===== src/rtl/snake_body_streamer_if.sv =====
// Body-RAM port bundle between the snake body streamer (master) and the body RAM (slave).
`ifndef PIXEL_DISPLAY_BIT
`define PIXEL_DISPLAY_BIT 9
`endif

interface snake_body_streamer_if #(
    parameter int ADDR_W  = 7,
    parameter int COORD_W = 7
);
    logic [ADDR_W-1:0]  mem_addr;
    logic               mem_we;
    logic [COORD_W-1:0] mem_wdata_x;
    logic [COORD_W-1:0] mem_wdata_y;
    logic [COORD_W-1:0] mem_rdata_x;
    logic [COORD_W-1:0] mem_rdata_y;

    modport master (
        output mem_addr, mem_we, mem_wdata_x, mem_wdata_y,
        input  mem_rdata_x, mem_rdata_y
    );

    modport slave (
        input  mem_addr, mem_we, mem_wdata_x, mem_wdata_y,
        output mem_rdata_x, mem_rdata_y
    );
endinterface


===== src/rtl/snake_body_streamer.sv =====
// Streams the snake body coordinates from body RAM once per frame, just after the game area,
// and arbitrates game-logic writes into the same RAM port while the stream is idle.
`ifndef PIXEL_DISPLAY_BIT
`define PIXEL_DISPLAY_BIT 9
`endif

module snake_body_streamer #(
    parameter int ADDR_W      = 7,
    parameter int COORD_W     = 7,
    parameter int STREAM_LINE = 449
) (
    input  logic                        clock_25,
    input  logic                        reset,
    input  logic [`PIXEL_DISPLAY_BIT:0] X,
    input  logic [`PIXEL_DISPLAY_BIT:0] Y,
    input  logic [ADDR_W-1:0]           snake_length,
    input  logic                        upd_req,
    input  logic [ADDR_W-1:0]           upd_addr,
    input  logic [COORD_W-1:0]          upd_x,
    input  logic [COORD_W-1:0]          upd_y,
    output logic                        upd_grant,
    snake_body_streamer_if.master       mem,
    output logic                        en_snake_body,
    output logic [COORD_W-1:0]          snake_body_x,
    output logic [COORD_W-1:0]          snake_body_y,
    output logic                        stream_busy,
    output logic                        frame_done
);

    localparam int XW = `PIXEL_DISPLAY_BIT + 1;

    typedef enum logic [1:0] {
        IDLE  = 2'd0,
        READ  = 2'd1,
        DRAIN = 2'd2,
        DONE  = 2'd3
    } state_t;

    state_t             state, state_n;
    logic [ADDR_W-1:0]  len_q, len_n;
    logic [ADDR_W-1:0]  addr_q, addr_n;
    logic               we_q, we_n;
    logic [COORD_W-1:0] wx_q, wx_n, wy_q, wy_n;
    logic               grant_q, grant_n;
    logic               pend_q, pend_n;
    logic               en_q, en_n;
    logic [COORD_W-1:0] bx_q, bx_n, by_q, by_n;
    logic               busy_q, busy_n;
    logic               done_q, done_n;
    logic               trigger;

    assign trigger = (X == XW'(799)) && (Y == XW'(STREAM_LINE));

    always_ff @(posedge clock_25) begin
        if (reset) begin
            state   <= IDLE;
            len_q   <= '0;
            addr_q  <= '0;
            we_q    <= 1'b0;
            wx_q    <= '0;
            wy_q    <= '0;
            grant_q <= 1'b0;
            pend_q  <= 1'b0;
            en_q    <= 1'b0;
            bx_q    <= '0;
            by_q    <= '0;
            busy_q  <= 1'b0;
            done_q  <= 1'b0;
        end else begin
            state   <= state_n;
            len_q   <= len_n;
            addr_q  <= addr_n;
            we_q    <= we_n;
            wx_q    <= wx_n;
            wy_q    <= wy_n;
            grant_q <= grant_n;
            pend_q  <= pend_n;
            en_q    <= en_n;
            bx_q    <= bx_n;
            by_q    <= by_n;
            busy_q  <= busy_n;
            done_q  <= done_n;
        end
    end

    always_comb begin
        state_n = state;
        len_n   = len_q;
        addr_n  = '0;
        we_n    = 1'b0;
        wx_n    = '0;
        wy_n    = '0;
        grant_n = 1'b0;
        pend_n  = 1'b0;

        case (state)
            IDLE: begin
                if (trigger) begin
                    len_n   = snake_length;
                    state_n = (snake_length == '0) ? DONE : READ;
                end else if (upd_req && !grant_q) begin
                    we_n    = 1'b1;
                    grant_n = 1'b1;
                    addr_n  = upd_addr;
                    wx_n    = upd_x;
                    wy_n    = upd_y;
                end
            end
            READ: begin
                pend_n = 1'b1;
                if (addr_q == len_q - ADDR_W'(1)) state_n = DRAIN;
                else                              addr_n  = addr_q + ADDR_W'(1);
            end
            DRAIN: begin
                // pend_q low means the last read data was already registered out
                if (!pend_q) state_n = DONE;
            end
            DONE: begin
                state_n = IDLE;
                // A write decided here lands in the following IDLE cycle, so it never overlaps busy
                if (upd_req && !grant_q) begin
                    we_n    = 1'b1;
                    grant_n = 1'b1;
                    addr_n  = upd_addr;
                    wx_n    = upd_x;
                    wy_n    = upd_y;
                end
            end
            default: state_n = IDLE;
        endcase

        en_n   = pend_q;
        bx_n   = pend_q ? mem.mem_rdata_x : '0;
        by_n   = pend_q ? mem.mem_rdata_y : '0;
        busy_n = (state_n != IDLE);
        done_n = (state_n == DONE);
    end

    assign mem.mem_addr    = addr_q;
    assign mem.mem_we      = we_q;
    assign mem.mem_wdata_x = wx_q;
    assign mem.mem_wdata_y = wy_q;
    assign upd_grant       = grant_q;
    assign en_snake_body   = en_q;
    assign snake_body_x    = bx_q;
    assign snake_body_y    = by_q;
    assign stream_busy     = busy_q;
    assign frame_done      = done_q;

endmodule


===== src/flat_wrapper.sv =====
// flat-port wrapper written by rule: the top's interface ports become plain ports
module snake_body_streamer_flat 
#(
    parameter int ADDR_W      = 7,
    parameter int COORD_W     = 7,
    parameter int STREAM_LINE = 449
)
  (clock_25, reset, X, Y, snake_length, upd_req, upd_addr, upd_x, upd_y, upd_grant, en_snake_body, snake_body_x, snake_body_y, stream_busy, frame_done, mem_mem_addr, mem_mem_we, mem_mem_wdata_x, mem_mem_wdata_y, mem_mem_rdata_x, mem_mem_rdata_y);
  snake_body_streamer_if #(.ADDR_W(ADDR_W), .COORD_W(COORD_W)) mem_i ();
  input  logic clock_25;
  input  logic reset;
  input  logic [`PIXEL_DISPLAY_BIT:0] X;
  input  logic [`PIXEL_DISPLAY_BIT:0] Y;
  input  logic [ADDR_W-1:0] snake_length;
  input  logic upd_req;
  input  logic [ADDR_W-1:0] upd_addr;
  input  logic [COORD_W-1:0] upd_x;
  input  logic [COORD_W-1:0] upd_y;
  output logic upd_grant;
  output logic en_snake_body;
  output logic [COORD_W-1:0] snake_body_x;
  output logic [COORD_W-1:0] snake_body_y;
  output logic stream_busy;
  output logic frame_done;
  output wire logic [$bits(mem_i.mem_addr)-1:0] mem_mem_addr;
  output wire logic [$bits(mem_i.mem_we)-1:0] mem_mem_we;
  output wire logic [$bits(mem_i.mem_wdata_x)-1:0] mem_mem_wdata_x;
  output wire logic [$bits(mem_i.mem_wdata_y)-1:0] mem_mem_wdata_y;
  input wire logic [$bits(mem_i.mem_rdata_x)-1:0] mem_mem_rdata_x;
  input wire logic [$bits(mem_i.mem_rdata_y)-1:0] mem_mem_rdata_y;
  assign mem_mem_addr = mem_i.mem_addr;
  assign mem_mem_we = mem_i.mem_we;
  assign mem_mem_wdata_x = mem_i.mem_wdata_x;
  assign mem_mem_wdata_y = mem_i.mem_wdata_y;
  assign mem_i.mem_rdata_x = mem_mem_rdata_x;
  assign mem_i.mem_rdata_y = mem_mem_rdata_y;
  snake_body_streamer #(.ADDR_W(ADDR_W), .COORD_W(COORD_W), .STREAM_LINE(STREAM_LINE)) u_core (.clock_25(clock_25), .reset(reset), .X(X), .Y(Y), .snake_length(snake_length), .upd_req(upd_req), .upd_addr(upd_addr), .upd_x(upd_x), .upd_y(upd_y), .upd_grant(upd_grant), .mem(mem_i), .en_snake_body(en_snake_body), .snake_body_x(snake_body_x), .snake_body_y(snake_body_y), .stream_busy(stream_busy), .frame_done(frame_done));
endmodule

===== config.mk =====
export PLATFORM = sky130hd
export DESIGN_NAME = snake_body_streamer_flat
export DESIGN_NICKNAME = d
export VERILOG_FILES = /design/src/rtl/snake_body_streamer_if.sv /design/src/rtl/snake_body_streamer.sv /design/src/flat_wrapper.sv
export SDC_FILE = /design/constraint.sdc
export NUM_CORES = 1
export LEC_CHECK = 0
export BUFFER_PORTS_ARGS = -buffer_cell sky130_fd_sc_hd__buf_2
export CORE_ASPECT_RATIO = 1.4
export CORE_UTILIZATION = 40
export CTS_CLUSTER_DIAMETER = 80
export DETAILED_ROUTE_END_ITERATION = 10
export PLACE_DENSITY = 0.82
export RECOVER_POWER = 100
export SYNTH_ARGS = -nofsm -noshare
export SYNTH_HDL_FRONTEND = slang
export SYNTH_SLANG_ARGS = --single-unit

===== constraint.sdc =====
create_clock -name clock_25 -period 2.45 [get_ports clock_25]
set_clock_uncertainty 0.05 [all_clocks]
set_input_delay 0.3675 -clock clock_25 [delete_from_list [all_inputs] [get_ports clock_25]]
set_output_delay 0.3675 -clock clock_25 [all_outputs]
set_load 0.01 [all_outputs]

==> impl_metrics.toml, run 1 <==
[timing]
fmaxAchievable_mhz = 447
post_route_setup_tns_ps = 0
finalCriticalPeriod_ps = 2240
timing.final.setup_violations = 0
hold_viol_final = 0
timing_max_transition_violations_final = 0
slew_headroom_pct = 49.5
worst-slew-pin-transition_ps = 756
grt_setup_unrepaired = "no"
period_share_pct = 91.3

[floorplan]
start_util_pct = 41.5
pin_count = 105
number_of_rows_in_the_core_area = 30
die_y_um = 85.9
fp.dieW_um = 61.9
floorplan.die_area_um2 = 5320
placeable_core_region_um2 = 4840

[global_route]
globalRoute.totalOverflow = 0
busiest_layer = "met2"
global_route.usage.total_pct = 17.8
grt_pass1_wl_um = 7030
via_count_of_the_first_global_routing_pass = 1679
grt_start_max_net_pins = 17
grt_util_met2_pct = 32.7
grt.met1_usage_pct = 16.2
initial_antenna_violation_count = 0
met3_usage_pct = 7.39

[cts]
cts_root_buffer = "sky130_fd_sc_hd__clkbuf_8"
cts_made_buffers = 5
holdBufCountCts = 0
clock_pin_slew_worst_setup_and_hold_paths_ps = 90
cts.path.max_buffers = 2
cts_post_setup_buffers_inserted = 0
insertion_delay_ps = 300
tritoncts = "yes"
clock_sinks = 49
clock_tree.htree_level_count = 2
cts_resizes = 0

[place]
placed_inst_area_um2 = 2580
place.gp.congestion = 0.792
detailedPlacementHpwl_um = 3510
placement.io_buffers = 104

[logic_synthesis]
number_of_instances_in_the_synthesized_netlist = 194
synthDistinctLibCells = 44
synth_ff_type = "sky130_fd_sc_hd__dfxtp_1"
synth.yosys.warnings = 0
seq_area_frac_synth_pct = 48.8
synth_area_per_cell_um2 = 10.4
post_synthesis_async_set_or_reset_flop_share_pct = 0
number_of_storage_elements_in_the_synthesis_netlist = 49
synthesis.area_um2 = 2010
edff_count_synth = 0
mappedNetlistNets = 266

[pwr]
power_density_nw_per_um2 = 677
power_leakage_nw = 1.15
vdd_ir_drop_max_mv = 0.622

[critical_path]
cp.required_ps = 2600
critical_path_type = "reg -> reg"
critical-path-slowest-cell = "sky130_fd_sc_hd__dfxtp_1"
ordered_cell_list_for_the_critical_path = "inv_1, ha_1, xnor2_1, o2bb2ai_1, a2111oi_4, o31ai_2, nand3_2, a2bb2o_4"
cp-end-kind = "flip-flop"
worstPathMaxFanout = 9
worst_setup_path_start_kind = "flip-flop"
critPathMaxStageDelay_ps = 470
arrival_ps = 2380

[route]
route.detailed.vias_per_inst = 4.76
wl_per_cell_um = 12.1
drt_first_pass_iters = 4
drtAntennaViolNets = 0
dr_total_vias = 1733
initialDrtViolationCount = 29
routed_wl_um = 4390
route.detailed.drc = 0

[cells_and_area]
drive_above_1_share_pct = 26.0
postLayoutCellArea_um2 = 2630
num-fill-cells = 472
number_of_antenna_diodes = 0
finalNetCount = 371
synthToLayoutAreaGrowth_pct = 31.0
layout.cells.most_common_list = "sky130_fd_sc_hd__buf_2, sky130_fd_sc_hd__dfxtp_1, sky130_fd_sc_hd__clkbuf_1"
layout.cells.most_common = "sky130_fd_sc_hd__buf_2"

[status]
run_status = "complete, no violations"

[flow_run]
cap_violations = 0

[min_path]
min_path_type = "in -> reg"
## stage by stage
step | worst slack, ps | cells | total power [W] | utilization, % | hold WS, ps
after global routing | 73.8 | 364 | 0.00188 | 54.4 | 196
after detailed placement | 213 | 356 | 0.00126 | 53.3 | 499
after CTS | 207 | 364 | 0.00182 | 55.6 | 201
after global placement | 317 | 356 | 0.00125 | 53.3 | 462
after floorplan | 443 | 194 | 0.00111 | - | 389
final | 214 | 364 | 0.00178 | 54.4 | 209
## registers in the layout (all words and copies together) (netlist names)
signal	flops
u_core.mem.mem_wdata_x	7
u_core.snake_body_x	7
u_core.state	2
u_core.mem.mem_addr	7
u_core.frame_done	1
u_core.upd_grant	1
u_core.en_snake_body	1
u_core.mem.mem_wdata_y	7
u_core.snake_body_y	7
u_core.stream_busy	1
u_core.en_n	1
u_core.len_q	7
## final cells by class
type	instances	area, um2	area share [%]
clock buffer	6	72.6	2.76
clock inverter	2	38.8	1.47
inverter	6	22.5	0.855
multi-input combinational	131	957	36.3
sequential	49	981	37.2
tap	64	80.1	3.04
timing repair buffer	106	482	18.3
## cell usage after synthesis (2+ instances only)
cell                        number  share of area (%)
sky130_fd_sc_hd__ha_1            7                4.4
sky130_fd_sc_hd__nor2_1         16                3.0
sky130_fd_sc_hd__nor3_1          2               0.50
sky130_fd_sc_hd__a211oi_1        2               0.75
sky130_fd_sc_hd__a21oi_1         6                1.5
sky130_fd_sc_hd__inv_1           6                1.1
sky130_fd_sc_hd__or4_1           2               0.75
sky130_fd_sc_hd__dfxtp_1        49                 49
sky130_fd_sc_hd__nor4_1          3               0.93
sky130_fd_sc_hd__xnor2_1         8                3.5
sky130_fd_sc_hd__nand4_1         3               0.93
sky130_fd_sc_hd__nand2_1         6                1.1
sky130_fd_sc_hd__nor4bb_1        2                1.0
sky130_fd_sc_hd__nor2b_1         2               0.62
sky130_fd_sc_hd__buf_4           2               0.75
sky130_fd_sc_hd__and2_1         28                8.7
sky130_fd_sc_hd__xor2_1          5                2.2
sky130_fd_sc_hd__nand3_1         3               0.75
sky130_fd_sc_hd__clkbuf_1        4               0.75
sky130_fd_sc_hd__o2bb2ai_1       7                3.0
sky130_fd_sc_hd__mux2i_1         8                4.0
## path summary, 6_finish.rpt
kind,start,endpoint,slack [ps],depth (start not counted)
max,u_core.len_q[0]$_SDFFE_PP0P_,u_core.mem.mem_addr[1]$_SDFF_PP0_,210,8
min,upd_y[6],u_core.mem.mem_wdata_y[6]$_SDFF_PP0_,210,2
max reg2reg,u_core.len_q[0]$_SDFFE_PP0P_,u_core.mem.mem_addr[1]$_SDFF_PP0_,210,8
min reg2reg,u_core.len_q[6]$_SDFFE_PP0P_,u_core.len_q[6]$_SDFFE_PP0P_,520,2
## per-layer routing
metal	share of wire, %	routed length, um
met2	55	2400
met5	0	0
met3	7.6	336
met1	35	1560
met4	2.1	93
## kinds of logic (layout without fill, tap and decap cells)
| group | count (synthesis) | after routing | synth area share (%) |
|---|---|---|---|
| muxes | 8 | 8 | 3.98 |
| adders and majority gates | 7 | 7 | 4.36 |
| AOI/OAI and AO/OA | 26 | 26 | 11.4 |
| and+or+nand+nor | 77 | 77 | 22.4 |
| DFF | 49 | 49 | 48.8 |
| buffers and inverters | 14 | 120 | 3.42 |
| xor gates and xnor gates | 13 | 13 | 5.66 |
## worst max-delay path: cells and delay by family (launching register included)
family,cells,cell delay [ps]
AOI/OAI and AO/OA,4,920
DFF,1,470
adders and majority gates,1,290
and+or+nand+nor,1,170
xor gates and xnor gates,1,160
buffers and inverters,1,80
## power breakdown
group / leakage (nW) / internal, W / total, W / switching (W)
Clock: 0.0554 / 0.000306 / 0.000563 / 0.000257
Sequential: 0.397 / 0.000853 / 0.000898 / 0.0000444
Combinational: 0.699 / 0.000153 / 0.000323 / 0.000170
Note: power is estimated with default switching activity, not from simulation.
==> run 2, diff against run 1 <==
Settings changed: CORE_MARGIN set to 3, PLACE_DENSITY 0.82 to 0.72, TNS_END_PERCENT set to 50.
==> run 2 against run 1 <==
Global-route usage is 1.3 points lower. First-iteration DRC count grew to 3.3 times the previous value. Power is 0.44% higher. Largest cell class unchanged. Register-to-register slack hardly changed. Critical path depth stayed put. Design area stayed put. Worst setup slack better by 6.2 ps. Sequential power hardly changed.
==> impl_metrics.toml, run 2 (synthesis gave the netlist of run 1 again) <==
[route]
dr_total_vias = 1704
route.detailed.drc = 0
routed_wl_um = 4620
initialDrtViolationCount = 95
drt_first_pass_iters = 4
route.detailed.vias_per_inst = 4.72
drtAntennaViolNets = 0
wl_per_cell_um = 12.8

[global_route]
grt.met1_usage_pct = 17.3
initial_antenna_violation_count = 0
global_route.usage.total_pct = 16.5
grt_start_max_net_pins = 17
grt_pass1_wl_um = 7680
globalRoute.totalOverflow = 0
grt_util_met2_pct = 29.0
busiest_layer = "met2"
via_count_of_the_first_global_routing_pass = 1719
met3_usage_pct = 5.86

[cells_and_area]
layout.cells.most_common = "sky130_fd_sc_hd__buf_2"
drive_above_1_share_pct = 26.8
num-fill-cells = 467
synthToLayoutAreaGrowth_pct = 31.0
number_of_antenna_diodes = 0
layout.cells.most_common_list = "sky130_fd_sc_hd__buf_2, sky130_fd_sc_hd__dfxtp_1, sky130_fd_sc_hd__clkbuf_1"
finalNetCount = 370

[critical_path]
end_of_the_worst_register_to_register_path = "u_core.mem.mem_addr[1]$_SDFF_PP0_"
register_to_register_setup_slack_ps = 220
cp_num_buf_inv = 1
timing.reg2reg.worst_path_depth = 8
timing.critical_path.to = "u_core.mem.mem_addr[1]$_SDFF_PP0_"
critical-path-slowest-cell = "sky130_fd_sc_hd__dfxtp_1"
cp-end-kind = "flip-flop"
timing.critical_path.depth = 8
cp_top_family = "compound AO/OA/AOI/OAI gates"
ordered_cell_list_for_the_critical_path = "inv_1, ha_1, xnor2_1, o2bb2ai_1, a2111oi_4, o31ai_2, nand3_2, a2bb2o_4"
worst_setup_path_start_kind = "flip-flop"
startpoint = "u_core.len_q[0]$_SDFFE_PP0P_"
critPathMaxStageDelay_ps = 470
arrival_ps = 2380
critical_path.reg2reg.startpoint = "u_core.len_q[0]$_SDFFE_PP0P_"
critical_path_type = "reg -> reg"
worstPathMaxFanout = 9
cp.required_ps = 2600

[cts]
tritoncts = "yes"
cts_resizes = 0
cts.path.max_buffers = 2
clock_sinks = 49
clock_tree.htree_level_count = 2
cts_post_setup_buffers_inserted = 0
clock_pin_slew_worst_setup_and_hold_paths_ps = 90
cts_root_buffer = "sky130_fd_sc_hd__clkbuf_8"
holdBufCountCts = 0
insertion_delay_ps = 300
cts_made_buffers = 5

[flow_run]
cap_violations = 0

[timing]
finalCriticalPeriod_ps = 2230
hold_viol_final = 0
worst-slew-pin-transition_ps = 975
slew_headroom_pct = 34.4
timing_max_transition_violations_final = 0
post_route_setup_tns_ps = 0
period_share_pct = 91.0
worst_hold_slack_ps = 210
grt_setup_unrepaired = "no"
timing.final.setup_violations = 0
fmaxAchievable_mhz = 448

[floorplan]
floorplan.die_area_um2 = 5930
number_of_rows_in_the_core_area = 29
pin_count = 105
fp.dieW_um = 65.9
start_util_pct = 43.0
die_y_um = 89.9
placeable_core_region_um2 = 4680

[pwr]
intPower_w = 0.00131
power_leakage_nw = 1.16
vdd_ir_drop_max_mv = 0.494
switchingPower_w = 0.000479
clock_power_share_pct = 32.0
p_sw_share_pct = 26.8
power_density_nw_per_um2 = 680
comb_power_share_pct = 18.0
seqPwrFrac_pct = 50.0

[place]
detailedPlacementHpwl_um = 3720
placement.io_buffers = 104
place.gp.congestion = 0.857

[min_path]
min-delay-start = "mem_mem_rdata_y[4]"
min_path_type = "in -> reg"

[status]
run_status = "complete, no violations"
## run 2: area by class of cell
cell class,count,area [um2],area share [%]
Clock buffer,5,68.8,2.61
Clock inverter,3,43.8,1.66
Inverter,6,22.5,0.855
Multi-Input combinational cell,131,962,36.5
Sequential cell,49,981,37.2
Tap cell,62,77.6,2.95
Timing Repair Buffer,105,478,18.1
## run 2: power by group through the flow
stage | Clock [W] | Combinational, W | Sequential [W]
floorplan | 0 | 0.000183 | 0.000928
global placement | 0 | 0.000340 | 0.000911
detailed placement | 0 | 0.000344 | 0.000913
CTS | 0.000597 | 0.000345 | 0.000896
global route | 0.000625 | 0.000368 | 0.000907
finish | 0.000573 | 0.000323 | 0.000896
## run 2: worst min-delay path by stage
stage                                           end  slack [ps]  depth (start not counted)
6_report          u_core.snake_body_y[4]$_SDFF_PP0_         210                          2
5_1_grt           u_core.snake_body_y[4]$_SDFF_PP0_         190                          2
4_1_cts        u_core.mem.mem_wdata_x[5]$_SDFF_PP0_         200                          2
3_5_place_dp      u_core.mem.mem_addr[0]$_SDFF_PP0_         470                          1
3_3_place_gp      u_core.mem.mem_addr[0]$_SDFF_PP0_         470                          1
2_1_floorplan                u_core.en_n$_SDFF_PP0_         390                          1
## run 2: metal layers
layer | wire length [um] | up-vias
met3 | 398 | 10
met2 | 2400 | 71
met4 | 105 | 0
met1 | 1720 | 752
li1 | - | 871
met5 | 0 | -
## run 2: metrics by stage
| step | setup WS [ps] | power [W] | util (%) | cell area [um2] | instances |
|---|---|---|---|---|---|
| after floorplan | 443 | 0.00111 | - | 2010 | 194 |
| after global placement | 305 | 0.00125 | 55.0 | 2580 | 353 |
| after detailed placement | 226 | 0.00126 | 55.0 | 2580 | 353 |
| after CTS | 226 | 0.00184 | 57.4 | 2690 | 361 |
| after global routing | 40.5 | 0.00190 | 56.3 | 2630 | 361 |
| final | 220 | 0.00179 | 56.3 | 2630 | 361 |
==> run 3, diff against run 2 <==
Settings changed: CORE_UTILIZATION 40 to 44, PLACE_DENSITY 0.72 to 0.78.
==> run 3 against run 2 <==
Non-clock buffer count is 1 higher. Register-to-register slack got worse by 20 ps. Power grew 0.97%. Sequential power hardly changed. Design area up 0.14%.
==> impl_metrics.toml, run 3 (synthesis gave the netlist of run 1 again) <==
[floorplan]
placeable_core_region_um2 = 4310
start_util_pct = 46.7
pin_count = 105
floorplan.die_area_um2 = 5430
fp.dieW_um = 63.1
die_y_um = 86.0
number_of_rows_in_the_core_area = 28

[critical_path]
cp_top_family = "compound AO/OA/AOI/OAI gates"
worstPathMaxFanout = 9
critical-path-slowest-cell = "sky130_fd_sc_hd__dfxtp_1"
cp_num_buf_inv = 1
arrival_ps = 2400
critPathMaxStageDelay_ps = 470
cp-end-kind = "flip-flop"
critical_path_type = "reg -> reg"
ordered_cell_list_for_the_critical_path = "inv_1, ha_1, xnor2_1, o2bb2ai_1, a2111oi_4, o31ai_2, nand3_2, a2bb2o_4"
worst_setup_path_start_kind = "flip-flop"
cp.required_ps = 2600

[global_route]
via_count_of_the_first_global_routing_pass = 1709
global_route.usage.total_pct = 17.1
grt_start_max_net_pins = 18
grt_pass1_wl_um = 7370
initial_antenna_violation_count = 0
globalRoute.totalOverflow = 0

[cts]
cts_root_buffer = "sky130_fd_sc_hd__clkbuf_8"
cts_made_buffers = 5
clock_tree.htree_level_count = 2
clock_sinks = 49
cts.path.max_buffers = 2
insertion_delay_ps = 300
clock_pin_slew_worst_setup_and_hold_paths_ps = 100
cts_resizes = 0
tritoncts = "yes"
holdBufCountCts = 0
cts_post_setup_buffers_inserted = 0

[cells_and_area]
postLayoutCellArea_um2 = 2640
synthToLayoutAreaGrowth_pct = 31.2
number_of_antenna_diodes = 0
layout.cells.most_common = "sky130_fd_sc_hd__buf_2"
drive_above_1_share_pct = 26.7
layout.cells.most_common_list = "sky130_fd_sc_hd__buf_2, sky130_fd_sc_hd__dfxtp_1, sky130_fd_sc_hd__clkbuf_1"
stdcell_count = 360
finalNetCount = 371

[route]
initialDrtViolationCount = 55
routed_wl_um = 4580
route.detailed.vias_per_inst = 4.68
dr_total_vias = 1684
drtAntennaViolNets = 0
route.detailed.drc = 0
wl_per_cell_um = 12.7
drt_first_pass_iters = 4

[timing]
post_route_setup_tns_ps = 0
finalCriticalPeriod_ps = 2250
timing.final.setup_violations = 0
period_share_pct = 91.8
worst-slew-pin-transition_ps = 725
grt_setup_unrepaired = "no"
slew_headroom_pct = 51.6
timing_max_transition_violations_final = 0
hold_viol_final = 0
finalWorstSetupSlack_ps = 201
fmaxAchievable_mhz = 445

[place]
place.gp.congestion = 0.828
preCtsSetupSlack_ps = 203
detailedPlacementHpwl_um = 3730
placed_inst_area_um2 = 2570
placement.io_buffers = 104
placed_instances = 352

[pwr]
power_w = 0.00181
vdd_ir_drop_max_mv = 0.565
power_density_nw_per_um2 = 686
power_leakage_nw = 1.16

[min_path]
min_path_type = "in -> reg"

[status]
run_status = "complete, no violations"

[flow_run]
cap_violations = 0
## run 3: per-stage QoR
step	utilization, %	hold slack (ps)
after floorplan	-	389
after global placement	59.8	466
after detailed placement	59.8	464
final	61.2	204
after global routing	61.2	196
after CTS	62.5	191
## run 3: path summary, 6_finish.rpt
check | from | end | slack [ps] | depth (start not counted)
hold / removal | mem_mem_rdata_x[4] | u_core.snake_body_x[4]$_SDFF_PP0_ | 200 | 2
setup reg to reg | u_core.len_q[0]$_SDFFE_PP0P_ | u_core.mem.mem_addr[1]$_SDFF_PP0_ | 200 | 8
hold reg to reg | u_core.mem.mem_addr[0]$_SDFF_PP0_ | u_core.mem.mem_addr[0]$_SDFF_PP0_ | 480 | 1
setup / recovery | u_core.len_q[0]$_SDFFE_PP0P_ | u_core.mem.mem_addr[1]$_SDFF_PP0_ | 200 | 8
## run 3: area by class of cell
type	instances	area, um2
timing repair buffer	106	482
tap	60	75.1
clock buffer	5	68.8
sequential	49	981
fill	403	1670
clock inverter	3	47.5
inverter	6	22.5
multi-input combinational	131	961
## run 3: routing by layer
metal / vias to the layer above / part of all wire [%] / track usage [%] / wire [um]
met5: - / 0 / 0 / 0
met4: 0 / 0.92 / 5.82 / 42
met3: 4 / 9.8 / 7.21 / 447
met2: 67 / 51 / 32.4 / 2350
met1: 737 / 38 / 16.3 / 1740
li1: 876 / - / - / -
## run 3: power breakdown
part	internal [W]	leakage, nW	switching, W
combinational	0.000153	0.704	0.000169
sequential	0.000853	0.397	0.0000453
clock	0.000311	0.0591	0.000278
## run 3: worst register-to-register path, stage by stage (launching register included)
cell,delay [ps]
sky130_fd_sc_hd__dfxtp_1,470
sky130_fd_sc_hd__inv_1,90
sky130_fd_sc_hd__ha_1,290
sky130_fd_sc_hd__xnor2_1,160
sky130_fd_sc_hd__o2bb2ai_1,160
sky130_fd_sc_hd__a2111oi_4,360
sky130_fd_sc_hd__o31ai_2,160
sky130_fd_sc_hd__nand3_2,180
sky130_fd_sc_hd__a2bb2o_4,230
